[config.mk]
export PLATFORM = sky130hd
export DESIGN_NAME = mem_port_arbiter
export DESIGN_NICKNAME = d
export VERILOG_FILES = /design/src/rtl/mem_port_arbiter.sv
export SDC_FILE = /design/constraint.sdc
export NUM_CORES = 1
export LEC_CHECK = 0
export CAP_MARGIN = 20
export CORE_ASPECT_RATIO = 1.1
export CORE_MARGIN = 10
export CORE_UTILIZATION = 26
export DETAILED_ROUTE_END_ITERATION = 8
export PLACE_DENSITY_LB_ADDON = 0.1
export SLEW_MARGIN = 20
export SYNTH_ARGS = -nofsm -noshare
export SYNTH_HDL_FRONTEND = slang
export SYNTH_SLANG_ARGS = --single-unit
[constraint.sdc]
create_clock -name CLK -period 1.64 [get_ports CLK]
set_input_delay 0.164 -clock CLK [delete_from_list [all_inputs] [get_ports CLK]]
set_output_delay 0.164 -clock CLK [all_outputs]
set_load 0.02 [all_outputs]
[src/rtl/mem_port_arbiter.sv]
// Arbitrates data-memory port 2 between the pipeline's load/store stage and an
// external programmer; the programmer owns the port for a whole session while the CPU is stalled.
module mem_port_arbiter #(
    parameter int ADDR_W = 32,
    parameter int CNT_W  = 16
) (
    input  logic              CLK,
    input  logic              RST,
    input  logic              CPU_RD,
    input  logic              CPU_WR,
    input  logic [ADDR_W-1:0] CPU_ADDR,
    input  logic [31:0]       CPU_DIN,
    input  logic [1:0]        CPU_SIZE,
    input  logic              CPU_SIGN,
    input  logic              PRG_SESSION,
    input  logic              PRG_WE,
    input  logic [ADDR_W-1:0] PRG_ADDR,
    input  logic [31:0]       PRG_DATA,
    output logic [ADDR_W-1:0] MEM_ADDR2,
    output logic [31:0]       MEM_DIN2,
    output logic [1:0]        MEM_SIZE,
    output logic              MEM_SIGN,
    output logic              MEM_READ2,
    output logic              MEM_WRITE2,
    output logic              CPU_STALL,
    output logic              CPU_RVALID,
    output logic              PRG_ACK,
    output logic [CNT_W-1:0]  PRG_COUNT,
    output logic              ERR
);

    typedef enum logic [1:0] {IDLE, CPU_RDW, PRG, RELEASE} state_t;

    state_t             state_q, state_d;
    logic [1:0]         size_q, size_d;
    logic               sign_q, sign_d;
    logic [CNT_W-1:0]   count_q, count_d;
    logic               err_q, err_d;

    logic [ADDR_W-1:0]  mem_addr;
    logic [31:0]        mem_din;
    logic [1:0]         mem_size;
    logic               mem_sign;
    logic               mem_read;
    logic               mem_write;
    logic               stall;
    logic               rvalid;
    logic               ack;

    always_comb begin
        state_d   = state_q;
        size_d    = size_q;
        sign_d    = sign_q;
        count_d   = count_q;
        err_d     = err_q;
        mem_addr  = '0;
        mem_din   = '0;
        mem_size  = 2'b00;
        mem_sign  = 1'b0;
        mem_read  = 1'b0;
        mem_write = 1'b0;
        stall     = 1'b0;
        rvalid    = 1'b0;
        ack       = 1'b0;

        case (state_q)
            IDLE, CPU_RDW: begin
                // The load issued last cycle returns now; a new request below may override size/sign.
                if (state_q == CPU_RDW) begin
                    rvalid   = 1'b1;
                    mem_size = size_q;
                    mem_sign = sign_q;
                end
                if (PRG_SESSION) begin
                    stall   = 1'b1;
                    state_d = PRG;
                    count_d = '0;
                end else if (CPU_WR) begin
                    mem_write = 1'b1;
                    mem_addr  = CPU_ADDR;
                    mem_din   = CPU_DIN;
                    mem_size  = CPU_SIZE;
                    mem_sign  = 1'b0;
                    state_d   = IDLE;
                end else if (CPU_RD) begin
                    mem_read = 1'b1;
                    mem_addr = CPU_ADDR;
                    mem_size = CPU_SIZE;
                    mem_sign = CPU_SIGN;
                    size_d   = CPU_SIZE;
                    sign_d   = CPU_SIGN;
                    state_d  = CPU_RDW;
                end else begin
                    state_d = IDLE;
                end
                if (PRG_WE) begin
                    err_d = 1'b1;
                end
            end
            PRG: begin
                stall = 1'b1;
                if (PRG_WE) begin
                    mem_write = 1'b1;
                    mem_addr  = PRG_ADDR;
                    mem_din   = PRG_DATA;
                    mem_size  = 2'b10;
                    ack       = 1'b1;
                    count_d   = count_q + CNT_W'(1);
                end
                if (!PRG_SESSION) begin
                    state_d = RELEASE;
                end
            end
            RELEASE: begin
                stall = 1'b1;
                if (PRG_WE) begin
                    err_d = 1'b1;
                end
                if (PRG_SESSION) begin
                    state_d = PRG;
                    count_d = '0;
                end else begin
                    state_d = IDLE;
                end
            end
            default: state_d = IDLE;
        endcase

        if (CPU_RD && CPU_WR) begin
            err_d = 1'b1;
        end
    end

    always_ff @(posedge CLK) begin
        if (RST) begin
            state_q <= IDLE;
            size_q  <= 2'b00;
            sign_q  <= 1'b0;
            count_q <= '0;
            err_q   <= 1'b0;
        end else begin
            state_q <= state_d;
            size_q  <= size_d;
            sign_q  <= sign_d;
            count_q <= count_d;
            err_q   <= err_d;
        end
    end

    // While reset is held everything is quiet except the stall that freezes the pipeline.
    assign MEM_ADDR2  = RST ? '0 : mem_addr;
    assign MEM_DIN2   = RST ? '0 : mem_din;
    assign MEM_SIZE   = RST ? 2'b00 : mem_size;
    assign MEM_SIGN   = RST ? 1'b0 : mem_sign;
    assign MEM_READ2  = RST ? 1'b0 : mem_read;
    assign MEM_WRITE2 = RST ? 1'b0 : mem_write;
    assign CPU_STALL  = RST ? 1'b1 : stall;
    assign CPU_RVALID = RST ? 1'b0 : rvalid;
    assign PRG_ACK    = RST ? 1'b0 : ack;
    assign PRG_COUNT  = RST ? '0 : count_q;
    assign ERR        = RST ? 1'b0 : err_q;

endmodule

==> impl_metrics.yaml, run 1 <==
setup_path:
  critPathCaptureType: "output port"
  reg2regPathDepth: 5
  path_buf_inv: 4
  crit_path_top_delay_cell: "dfxtp_2"
  slowest_delay_ps: 340
  start_kind: "flip-flop"
  crit_chain: "buf_4 -> nor3b_4 -> buf_6 -> clkbuf_16 -> a22oi_2 -> nor2_2 -> buf_6"
  crit_fanout: 8
  worst_ep_arrival_time_ps: 1630
  crit_top_cell: "buf_6"
  reg2reg_to: "count_q[12]$_SDFFE_PP0P_"
  critical_path_class: "reg2out"
  critical_path.top_delay_family: "buffers and inverters"
  critPathRequiredTime_ps: 1480
  reg2reg_slack_ps: -100
  rr_startpoint: "state_q[1]$_SDFFE_PP0P_"
timing:
  tns_ps: -5228
  setup_viol: 71
  fin_crit_ps: 1793
  fmax_mhz: 557.7
  hold_violations: 0
  drv_slew: 0
  clock_skew_ps: 9.143
  finalCritPeriodShare_pct: 109.3
  max_slew_margin_pct: 75.79
  worst_pin_slew_ps: 363.1
  rsz0062_at_grt: "yes"
  postLayoutSetupSlackWorst_ps: -153.0
clock_network:
  clock-sinks: 22
  cts_buffers: 3
  cts_buffer_depth: 2
  insertion_delay_ps: 270
  h-tree-depth: 1
  cts_root_buf: "clkbuf_8"
  hold_buffers: 0
  tritoncts: "done"
  cts.clk_slew.worst_paths_ps: 80
yosys:
  synthAdderAreaFrac_pct: 0.6017
  seq_area_frac_synth_pct: 21.18
  synth_seq_cells: 22
  synth_top_area_cell: "a22oi_1"
  synth_top_family_by_area: "compound AO/OA/AOI/OAI gates"
  synth_edf_count: 0
  yosysTopAreaCellShare_pct: 23.10
  syn-num-nets: 449
  synth_cell_types: 37
  ys.flop_type: "dfxtp_1"
  async_flop_share_pct: 0
  synth_xor_area_share_pct: 0
  ys_warn_count: 0
  syn_area_mm2: 0.002079
  synth_mux_area_share_pct: 1.925
  synthCells: 311
  synth.avg_cell_area_um2: 6.686
  synth_area_leaders: "a22oi_1 (23%), dfxtp_1 (21%), nor2_1 (15%)"
  synth_simple_gate_area_share_pct: 34.12
  synth-compound-area-share_pct: 35.20
hold_path:
  hold_path_end: "err_q$_SDFFE_PP0P_"
  hold_path_depth: 4
  hold_start: "PRG_WE"
  min_path_type: "in2reg"
power:
  peakVddDrop_mv: 0.4497
  p_leak_nw: 2.139
  pwr_density_cell_mw_per_mm2: 426.9
global_route:
  grt_start_max_net_pins: 35
  overflow: 0
  antenna_found_initial: 1
  grt_pass1_vias: 3375
  groute.usage.overall_pct: 20.12
  grt_first_pass_wirelength_mm: 19.60
layout:
  drive_gt1_share_pct: 38.07
  syn_to_final_growth_pct: 156.7
  finalInstanceArea_mm2: 0.005338
  final_util_pct: 67.82
  finalNetCount: 709
die:
  coreArea_mm2: 0.007870
  start_util_pct: 26.42
  core.rowCount: 34
  io_pins: 226
  dieArea_mm2: 0.01198
  chipWidth_um: 105.3
  die-height_um: 113.8
drt:
  routedWlPerCell_um: 20.95
  via_count: 3448
  drt_wl_total_mm: 14.23
  viasPerCell: 5.078
  drc_errors: 0
  final_antenna_net_count: 0
  drtIter0Drc: 189
  dr.pass1.iters: 5
placement:
  gp_congestion: 0.8476
  place_area_mm2: 0.004768
  portBuffers: 225
  hpwl_mm: 10.65
outcome:
  failed_checks: "setup timing"
  status: "complete, but fails checks"
flow_run:
  maxCapViolations: 0
==> layout by cell type, fill, tap and decap left out, drive strengths merged, types with 9 or more instances in the layout <==
cell,instances
clkdlybuf4s50,132
dlygate4sd2,19
a21oi,21
o31ai,9
nor2b,16
a22oi,64
buf,126
nor2,81
dfxtp,22
==> final cells by class <==
cell class	count	area [µm²]
timing repair buffer	284	2844
fill	630	2532
multi-input combinational	258	1834
sequential	22	442.9
tap	108	135.1
clock buffer	3	41.29
clock inverter	1	30.03
inverter	2	7.507
antenna	1	2.502
==> flip-flops by register name, indices dropped and copies added, names as in the netlist <==
register and flops:
count_q 16, size_q 2, sign_q 1, state_q 2, err_q 1
==> synth_stat cells (2+ instances only) <==
cell type,instances
a21o_1,2
a21oi_1,19
a22oi_1,64
and3_1,4
buf_1,4
buf_2,5
buf_6,2
clkbuf_1,18
dfxtp_1,22
inv_1,2
mux2i_1,4
nand2_1,8
nand2b_1,3
nand3_1,7
nand3b_1,3
nand4_1,3
nand4b_1,2
nor2_1,81
nor2b_1,16
nor3_1,3
o21ai_0,4
o22ai_1,2
o31ai_1,9
or2_2,2
or3_1,3
or4_1,8
==> where the power goes <==
group / leakage, nW / total, W / switching (W) / internal, W
Sequential: 0.179 / 0.000550 / 0.00000703 / 0.000543
Clock: 0.0357 / 0.000514 / 0.000188 / 0.000326
Combinational: 1.92 / 0.00121 / 0.000524 / 0.000691
Total: 2.14 / 0.00228 / 0.000719 / 0.00156
==> metrics by stage <==
stage / instances / power [W] / worst slack (ps) / hold WS [ps]
2_1_floorplan: 311 / 0.0009508 / 60.02 / 310.8
6_report: 679 / 0.002279 / -153.0 / 319.3
4_1_cts: 669 / 0.002178 / -164.6 / 455.9
5_1_grt: 679 / 0.002385 / -220.1 / 352.4
3_3_place_gp: 654 / 0.001573 / -556.0 / 459.9
3_5_place_dp: 654 / 0.001581 / -555.9 / 473.4
==> worst min-delay path, stage by stage <==
cell and delay (ps):
dlymetal6s2s_1 90, buf_4 130, a221oi_1 70, nor2_1 90
==> metal layers <==
metal  part of all wire (%)  GRT usage, %  up-vias
li1                       -             -     1679
met1                     37         21.64     1565
met2                     51         35.12      174
met3                    9.3         7.558       30
met4                    3.6         7.601        0
met5                      0             0        -
==> repair_timing <==
action | 4_1_cts | 5_1_grt
gates resized for setup | 399 | 54
pin swaps | 14 | 19
buffers inserted | 8 | 5
endpoints found under the setup margin | 102 | 83
gates cloned | 3 | 6
==> cells by family after synthesis <==
| kind of cell | after synthesis |
|---|---|
| adder cells (fa/ha/maj) | 1 |
| AND/OR/NAND/NOR | 147 |
| AO/OA/AOI/OAI | 105 |
| buffers and inverters | 32 |
| flip-flops | 22 |
| multiplexers | 4 |
==> worst max-delay path by stage <==
stage / startpoint / to / slack (ps) / depth (start not counted)
floorplan: state_q[0]$_SDFFE_PP0P_ / MEM_DIN2[1] / 60 / 5
global placement: PRG_SESSION / MEM_DIN2[26] / -560 / 7
detailed placement: CPU_WR / MEM_ADDR2[21] / -560 / 7
CTS: state_q[1]$_SDFFE_PP0P_ / MEM_DIN2[8] / -160 / 6
global route: state_q[1]$_SDFFE_PP0P_ / MEM_DIN2[13] / -220 / 7
finish: state_q[1]$_SDFFE_PP0P_ / MEM_DIN2[13] / -150 / 7
(Power assumes the default switching activity.)
==> run 2, diff against run 1 <==
--- a/config.mk
+++ b/config.mk
@@ -7,7 +7,7 @@
 export LEC_CHECK = 0
 export CAP_MARGIN = 20
 export CORE_ASPECT_RATIO = 1.1
-export CORE_MARGIN = 10
+export CORE_MARGIN = 2
 export CORE_UTILIZATION = 26
 export DETAILED_ROUTE_END_ITERATION = 8
 export PLACE_DENSITY_LB_ADDON = 0.1
==> impl_metrics.yaml, run 2 (synthesis results as in run 1) <==
global_route:
  antenna_found_initial: 1
  groute.usage.overall_pct: 23.86
  grtUsageMet1_pct: 26.29
  overflow: 0
  grt_first_pass_wirelength_mm: 16.52
  met3_usage_pct: 7.523
  grt_start_max_net_pins: 53
  busiest_layer: "met2"
  grt_pass1_vias: 3347
  use_met2_pct: 43.19
placement:
  placed_cells: 655
  portBuffers: 225
  gp_congestion: 0.8671
  hpwl_mm: 8.489
  place_area_mm2: 0.004801
setup_path:
  worst_ep_arrival_time_ps: 1650
  slowest_delay_ps: 350
  path_buf_inv: 5
  critical_path_class: "reg2out"
  crit_top_cell: "buf_4"
  crit_fanout: 8
  critPathRequiredTime_ps: 1480
  crit_chain: "buf_6 -> nor3b_4 -> buf_12 -> buf_16 -> buf_4 -> a22oi_2 -> nor2_2 -> buf_4"
  critPathCaptureType: "output port"
  crit_path_top_delay_cell: "dfxtp_2"
  start_kind: "flip-flop"
  critPathLaunch: "state_q[1]$_SDFFE_PP0P_"
  rr_startpoint: "state_q[1]$_SDFFE_PP0P_"
  critical_path.top_delay_family: "buffers and inverters"
timing:
  finalCritPeriodShare_pct: 110.4
  clock_skew_ps: 3.323
  hold_violations: 0
  max_slew_margin_pct: 69.16
  fmax_mhz: 552.3
  worst_pin_slew_ps: 462.6
  setup_viol: 62
  postLayoutSetupSlackWorst_ps: -170.6
  drv_slew: 0
  fin_crit_ps: 1811
  rsz0062_at_grt: "yes"
layout:
  regMostFlops: "count_q"
  diodes: 0
  top_regs: "count_q x16, size_q x2, state_q x2"
  drive_gt1_share_pct: 34.27
  final_common_cell: "clkdlybuf4s50_1"
  finalInstanceArea_mm2: 0.005194
  final_cells: 680
  syn_to_final_growth_pct: 149.8
  finalNetCount: 711
  largest_reg_flops: 16
  layout_common_cells: "clkdlybuf4s50_1 (139), buf_4 (86), nor2_1 (52)"
clock_network:
  cts_buffers: 3
  clock-sinks: 22
  h-tree-depth: 1
  insertion_delay_ps: 270
  tritoncts: "done"
  hold_buffers: 0
  cts_buffer_depth: 2
  cts_root_buf: "clkbuf_8"
  cts.clk_slew.worst_paths_ps: 80
outcome:
  status: "complete, but fails checks"
  failed_checks: "setup timing"
drt:
  via_count: 3508
  drtIter0Drc: 80
  final_antenna_net_count: 0
  dr.pass1.iters: 5
  drt_wl_total_mm: 11.56
  drc_errors: 0
  viasPerCell: 5.159
  routedWlPerCell_um: 17.00
die:
  io_pins: 226
  die-height_um: 97.80
  core.rowCount: 34
  chipWidth_um: 89.27
  start_util_pct: 26.57
  dieArea_mm2: 0.008730
  coreArea_mm2: 0.007828
power:
  peakVddDrop_mv: 0.4080
  pwr_density_cell_mw_per_mm2: 427.0
  p_leak_nw: 2.179
hold_path:
  hold_start: "RST"
  min_path_type: "in2reg"
flow_run:
  maxCapViolations: 0
-- run 2: worst paths after layout --
check | to | slack [ps] | cells after the start
setup / recovery | MEM_DIN2[4] | -170 | 8
hold / removal | sign_q$_SDFFE_PP0P_ | 430 | 3
setup reg to reg | count_q[11]$_SDFFE_PP0P_ | 10 | 5
hold reg to reg | count_q[15]$_SDFFE_PP0P_ | 490 | 2
-- run 2: final cells by class --
class	instances	area (µm²)
clock inverters	1	30.03
inverters	2	7.507
fillers	702	2634
repair buffers	286	2830
flip-flops and latches	22	441.7
multi-input cells	258	1708
well taps	108	135.1
clock buffers	3	41.29
-- run 2: stage by stage --
stage                     worst slack, ps  total power, W  setup TNS [ps]  util, %  hold slack (ps)
after detailed placement           -592.1        0.001582          -46550    61.33            475.8
after global placement             -580.6        0.001574          -45220    61.33            460.6
after global routing               -225.8        0.002318          -10800    66.35            443.6
after floorplan                     60.02       0.0009508               0        -            310.8
final                              -170.6        0.002218           -6145    66.35            426.6
after CTS                          -172.3        0.002174           -5387    64.03            417.6
-- run 2: timing repair --
item                                    in CTS  in global routing
setup buffers                                9                  5
cloned                                       5                  2
pin swaps                                    9                  8
resized for setup                          392                 34
endpoints found under the setup margin     102                 92
-- run 2: power breakdown --
group,switching (W),internal [W]
clock network,0.000197,0.000327
registers,0.00000728,0.000543
logic,0.000488,0.000656
total,0.000692,0.00153
-- run 2: per-layer routing --
metal / part of all wire [%] / vias up / wire, µm
met1: 36 / 1630 / 4193
met3: 9.4 / 26 / 1083
li1: - / 1684 / -
met4: 2.6 / 2 / 306
met5: 0.087 / - / 10
met2: 52 / 166 / 5964
-- run 2: worst min-delay path, delay by kind of cell --
family,cells,cell delay [ps]
buffers and inverters,2,450
AND/OR/NAND/NOR,1,40
==> RTL edit 1, RTL diff (config.mk and constraints of run 2) <==
Register the outputs `PRG_COUNT` and `ERR`, cleared by the reset; this adds one clock of latency there. The other outputs are not delayed to match.
--- a/src/rtl/mem_port_arbiter.sv
+++ b/src/rtl/mem_port_arbiter.sv
@@ -158,6 +158,13 @@
     assign CPU_RVALID = RST ? 1'b0 : rvalid;
     assign PRG_ACK    = RST ? 1'b0 : ack;
-    assign PRG_COUNT  = RST ? '0 : count_q;
-    assign ERR        = RST ? 1'b0 : err_q;
+    always_ff @(posedge CLK) begin
+        if (RST) begin
+            PRG_COUNT <= '0;
+            ERR       <= '0;
+        end else begin
+            PRG_COUNT <= RST ? '0 : count_q;
+            ERR       <= RST ? 1'b0 : err_q;
+        end
+    end
 
 endmodule
Check against the original RTL: not equivalent (Yosys sat finds a counterexample within 4 cycles, from zero or initial values and one cycle with RST high).
==> RTL edit 1 against run 2 <==
The flow still finishes with violations (negative setup slack); sequential share of layout area is 3.9 points higher; worst setup slack worse by 0.12 ns; sequential cell count is 17 higher; design area is 21% higher; power is 33% higher; combinational power is 18% higher; area after synthesis is 18% higher; global-route usage is 1.1 points lower; routed wire length is 17% higher; critical endpoint is now MEM_DIN2[7].
==> RTL edit 1: results (changes against run 2) <==
INFO  metric pwr.group.sequential = 0.969 mW (+76%)
INFO  metric gp_congestion = 0.7616 (-12%)
INFO  metric number_of_synthesized_flops_with_an_enable_pin = 0 (unchanged)
INFO  metric via_count = 3711 (+5.8%)
INFO  metric power.switching = 0.9336 mW (+35%)
INFO  metric antenna_found_initial = 2 (+1)
INFO  metric synthXorXnorAreaFrac = 0.007128 (+0.007128)
INFO  metric grt_max_degree = 47 (-11%)
INFO  metric synth.lib_cells_used.distinct = 44 (+19%)
INFO  metric drt_total_wl = 13510 um (+17%)
INFO  metric biggestRegsByFlops = PRG_COUNT (16), count_q (16)
INFO  metric global_route.usage.total = 0.2280 (-0.01058)
INFO  metric compound_gate_portion_of_the_synthesized_area = 0.3030 (-0.04903)
INFO  metric drtIter0Drc = 197 (+150%)
INFO  metric final_layout_size_suffix_gt1_frac = 0.4397 (+0.09701)
INFO  metric critical-path-slowest-cell = dfxtp_2
INFO  metric clock_tree.buffer_depth = 2 (unchanged)
INFO  metric maximum_clock_skew_at_final_layout = 0.01222 ns (+0.008899 ns)
INFO  metric clk-power = 0.638 mW (+22%)
INFO  metric first_global_vias = 3530 (+5.5%)
INFO  metric root_buffer = clkbuf_8
INFO  metric synth_flop_cell = dfxtp_1
INFO  metric cp_top_family = buffers and inverters
INFO  metric grt_pass1_wl = 18800 um (+14%)
INFO  metric post_dp_cell_area = 5197 um2 (+8.3%)
INFO  metric h-tree-depth = 2 (+1)
INFO  metric drt_first_pass_iters = 4 (-1)
INFO  metric clock_latency = 0.30 ns (+0.03 ns)
INFO  metric cp.arrival = 1.76 ns (+0.11 ns)
INFO  metric synthesis.yosys.warnings = 0 (unchanged)
INFO  metric vdd.ir_drop.worst = 0.0002476 V (-39%)
INFO  metric timing_hold_violations_final = 0 (unchanged)
INFO  metric worst_slew_pin_slew = 0.3686 ns (-0.09399 ns)
INFO  metric synthesis.nets = 468 (+4.2%)
INFO  metric finalNetCount = 742 (+4.4%)
INFO  metric crit_path_max_incr_delay = 0.34 ns
INFO  metric leakagePower = 2.321 nW (+6.5%)
INFO  metric run_status = finished, violations left
INFO  metric setup_viol = 82 (+32%)
INFO  metric failed_checks = negative setup slack
INFO  metric dp_hpwl = 8900 um (+4.8%)
INFO  metric ys_seq_area_frac = 0.3177 (+0.1059)
INFO  metric clkTransAtPathRegs = 0.08 ns (about the same)
INFO  metric cts_inserted_buffers = 5 (+2)
INFO  metric synth_async_sr_flop_share = 0 (unchanged)
INFO  metric critPathMaxFanout = 6 (-2)
INFO  metric setup_slack = -0.2868 ns (-0.1161 ns)
INFO  metric synthAdderAreaFrac = 0.005092 (-0.0009252)
INFO  metric yosys-mux-area-fraction = 0.01629 (-0.002961)
INFO  metric worstHoldPathType = reg -> reg
INFO  metric placement.io_buffers = 225 (unchanged)
INFO  metric synth_top_cells_by_count = nor2_1 (86), a22oi_1 (65), dfxtp_1 (39)
INFO  metric drc_errors = 0 (unchanged)
INFO  metric synth_top_cells_by_area = dfxtp_1 (32%), a22oi_1 (20%), nor2_1 (13%), nor2b_1 (4.3%), clkbuf_1 (3.8%)
RTL edit 1: metrics by stage:
stage               TNS [ns]  setup WS (ns)  instances  power [mW]
CTS                   -16.18        -0.3253        704       2.822
detailed placement    -45.73        -0.6644        671       2.010
global route          -20.28        -0.3337        723       3.074
floorplan            -0.1221       -0.01526        330       1.386
global placement      -44.82        -0.6748        671       2.005
finish                -16.19        -0.2868        723       2.948
RTL edit 1: layer usage:
layer | wire [um] | global-route usage | vias to the layer above | part of all wire
li1 | - | - | 1771 | -
met5 | 13 | 0 | - | 0.00096
met3 | 847 | 0.05917 | 20 | 0.063
met4 | 288 | 0.07646 | 2 | 0.021
met2 | 7265 | 0.4187 | 141 | 0.54
met1 | 5095 | 0.2553 | 1777 | 0.38
RTL edit 1: worst paths after layout:
| path | slack [ns] | from | cells past startpoint | endpoint |
|---|---|---|---|---|
| setup / recovery | -0.29 | state_q[1] | 8 | MEM_DIN2[7] |
| hold / removal | 0.48 | count_q[15] | 1 | PRG_COUNT[15] |
| setup reg to reg | -0.25 | state_q[1] | 9 | count_q[6] |
| hold reg to reg | 0.48 | count_q[15] | 1 | PRG_COUNT[15] |
RTL edit 1: final cells by class:
cell class | count | area, um2
diodes | 1 | 2.502
clock buffers | 7 | 76.32
clock inverters | 1 | 5.005
fillers | 723 | 2963
inverters | 1 | 3.754
multi-input cells | 260 | 2127
flip-flops and latches | 39 | 783.3
well taps | 117 | 146.4
repair buffers | 297 | 3152
RTL edit 1: what timing repair did:
item | in CTS | in global routing
pin swaps | 26 | 26
hold endpoints to repair | 0 | 0
cloned | 6 | 5
buffers inserted | 19 | 17
endpoints found under the setup margin | 83 | 86
resized for setup | 417 | 115
==> RTL edit 2, RTL diff (settings of run 2) <==
Made on the original files. Change the parameter `CNT_W` from 16 to 32.
--- a/src/rtl/mem_port_arbiter.sv
+++ b/src/rtl/mem_port_arbiter.sv
@@ -3,5 +3,5 @@
 module mem_port_arbiter #(
     parameter int ADDR_W = 32,
-    parameter int CNT_W  = 16
+    parameter int CNT_W  = 32
 ) (
     input  logic              CLK,
Interface: changed (resized PRG_COUNT); port bits go from 226 to 242. No check against the original RTL was run, so the function may have changed too.
==> RTL edit 2 against run 2 <==
The run still ends with negative setup slack left; synthesized cell count grew 41%; area after synthesis is 47% higher; sequential power increased by 71%; routed wire length increased by 54%; sequential cell count grew 16; core utilization grew 3.1 points; combinational power grew 33%; design area up 54%; sequential share of layout area is 1.4 points higher; worst setup slack worse by 0.049 ns; power up 56%; critical path type is now reg -> reg; critical endpoint is now count_q[17]; largest cell class unchanged.
==> RTL edit 2: results (changes against run 2) <==
INFO  metric cp_top_family = simple AND/OR/NAND/NOR gates
INFO  metric grt_pass1_wl = 23600 um (+43%)
INFO  metric clkTransAtPathRegs = 0.06 ns (-0.02 ns)
INFO  metric grt_max_degree = 25 (-53%)
INFO  metric grtUsageMet2 = 0.4229 (-0.009045)
INFO  metric clock_latency = 0.29 ns (+0.02 ns)
INFO  metric dp_hpwl = 11770 um (+39%)
INFO  metric gp_congestion = 0.8400 (-3.1%)
INFO  metric maximum_clock_skew_at_final_layout = 0.004993 ns (+0.001670 ns)
INFO  metric worst_r2r_startpoint = state_q[0]
INFO  metric root_buffer = clkbuf_16
INFO  metric fin_tns_setup = -11.57 ns (-5.427 ns)
INFO  metric drt_total_wl = 17760 um (+54%)
INFO  metric synthesis.nets = 575 (+28%)
INFO  metric run_status = finished, violations left
INFO  metric first_global_vias = 4535 (+35%)
INFO  metric vdd.ir_drop.worst = 0.0004914 V (+20%)
INFO  metric drtIter0Drc = 195 (+140%)
INFO  metric synth_top_cells_by_count = nor2_1 (86), a22oi_1 (65), dfxtp_1 (38)
INFO  metric biggestRegsByFlops = count_q (32), size_q (2), state_q (2)
INFO  metric route.layer.met1.wl = 6634 um (+58%)
INFO  metric setup_slack = -0.2192 ns (-0.04858 ns)
INFO  metric syn-mean-instance-area = 7.006 um2 (+4.8%)
INFO  metric timing.hold.worst_endpoint = state_q[0]
INFO  metric crit_path_max_incr_delay = 0.50 ns (+0.15 ns)
INFO  metric worst_r2r_end = count_q[17]
INFO  metric final_layout_size_suffix_gt1_frac = 0.5059 (+0.1633)
INFO  metric setup_viol = 94 (+52%)
INFO  metric timing.slew.headroom = 0.6987 (+0.007086)
INFO  metric compound_gate_portion_of_the_synthesized_area = 0.2758 (-0.07614)
INFO  metric finalNetCount = 898 (+26%)
INFO  metric placement.io_buffers = 241 (+7.1%)
INFO  metric failed_checks = negative setup slack
INFO  metric use_met1 = 0.2647 (+0.001766)
INFO  metric met2WireLength = 9473 um (+59%)
INFO  metric pwr.group.sequential = 0.938 mW (+71%)
INFO  metric synth.lib_cells_used.distinct = 45 (+22%)
INFO  metric synthXorXnorAreaFrac = 0.002861 (+0.002861)
INFO  metric design_internal_power = 2.388 mW (+57%)
INFO  metric viasPerCell = 5.187 (+0.55%)
INFO  metric use_met3 = 0.06035 (-0.01488)
INFO  metric routed.top_layer = met4
INFO  metric h-tree-depth = 2 (+1)
INFO  metric ys_seq_area_frac = 0.2485 (+0.03667)
INFO  metric cts_inserted_buffers = 5 (+2)
INFO  metric leakagePower = 3.238 nW (+49%)
INFO  metric critical-path-slowest-cell = or4_4
INFO  metric routed-wl-met3 = 1167 um (+7.8%)
[RTL edit 2: cell count changes in the layout (fill, tap and decap cells not counted), moves of 11 or more]
cell	delta
a22oi_1	-34
nand2_1	+15
nor2_4	+13
nor2_2	+22
clkbuf_16	+16
dfxtp_2	+12
a22oi_2	+35
dlygate4sd2_1	+12
nor2b_1	+11
buf_6	+43
nor2_1	-30
[RTL edit 2: worst max-delay path by stage]
stage	startpoint	endpoint	slack (ns)
floorplan	count_q[10]	count_q[19]	-0.08
global placement	PRG_SESSION	MEM_DIN2[0]	-0.62
detailed placement	PRG_SESSION	MEM_DIN2[9]	-0.65
CTS	state_q[1]	count_q[17]	-0.22
global route	state_q[0]	count_q[17]	-0.25
finish	state_q[0]	count_q[17]	-0.22
[RTL edit 2: per-stage QoR]
step	instance area, um2	utilization	setup WS [ns]	total power, mW	hold slack [ns]
6_report	7978	0.6943	-0.2192	3.469	0.3553
5_1_grt	7973	0.6938	-0.2504	3.571	0.3714
4_1_cts	6807	0.5923	-0.2209	3.135	0.3045
3_5_place_dp	6334	0.5512	-0.6524	2.074	0.4636
3_3_place_gp	6334	0.5512	-0.6221	2.066	0.4516
2_1_floorplan	3372	-	-0.07518	1.410	0.3111
[RTL edit 2: cell type report]
class	count	area, um2
clock inverters	1	5.005
diodes	2	5.005
multi-input cells	349	3010
fillers	886	3513
flip-flops and latches	38	788.3
well taps	150	187.7
repair buffers	356	3801
clock buffers	7	142.6
inverters	10	37.54
[RTL edit 2: what timing repair did]
item / in CTS / in global routing
cloned: 4 / 16
pin swaps: 13 / 55
gates resized for setup: 386 / 214
endpoints found under the hold margin: 0 / 0
buffers inserted: 11 / 24
endpoints found under the setup margin: 118 / 114
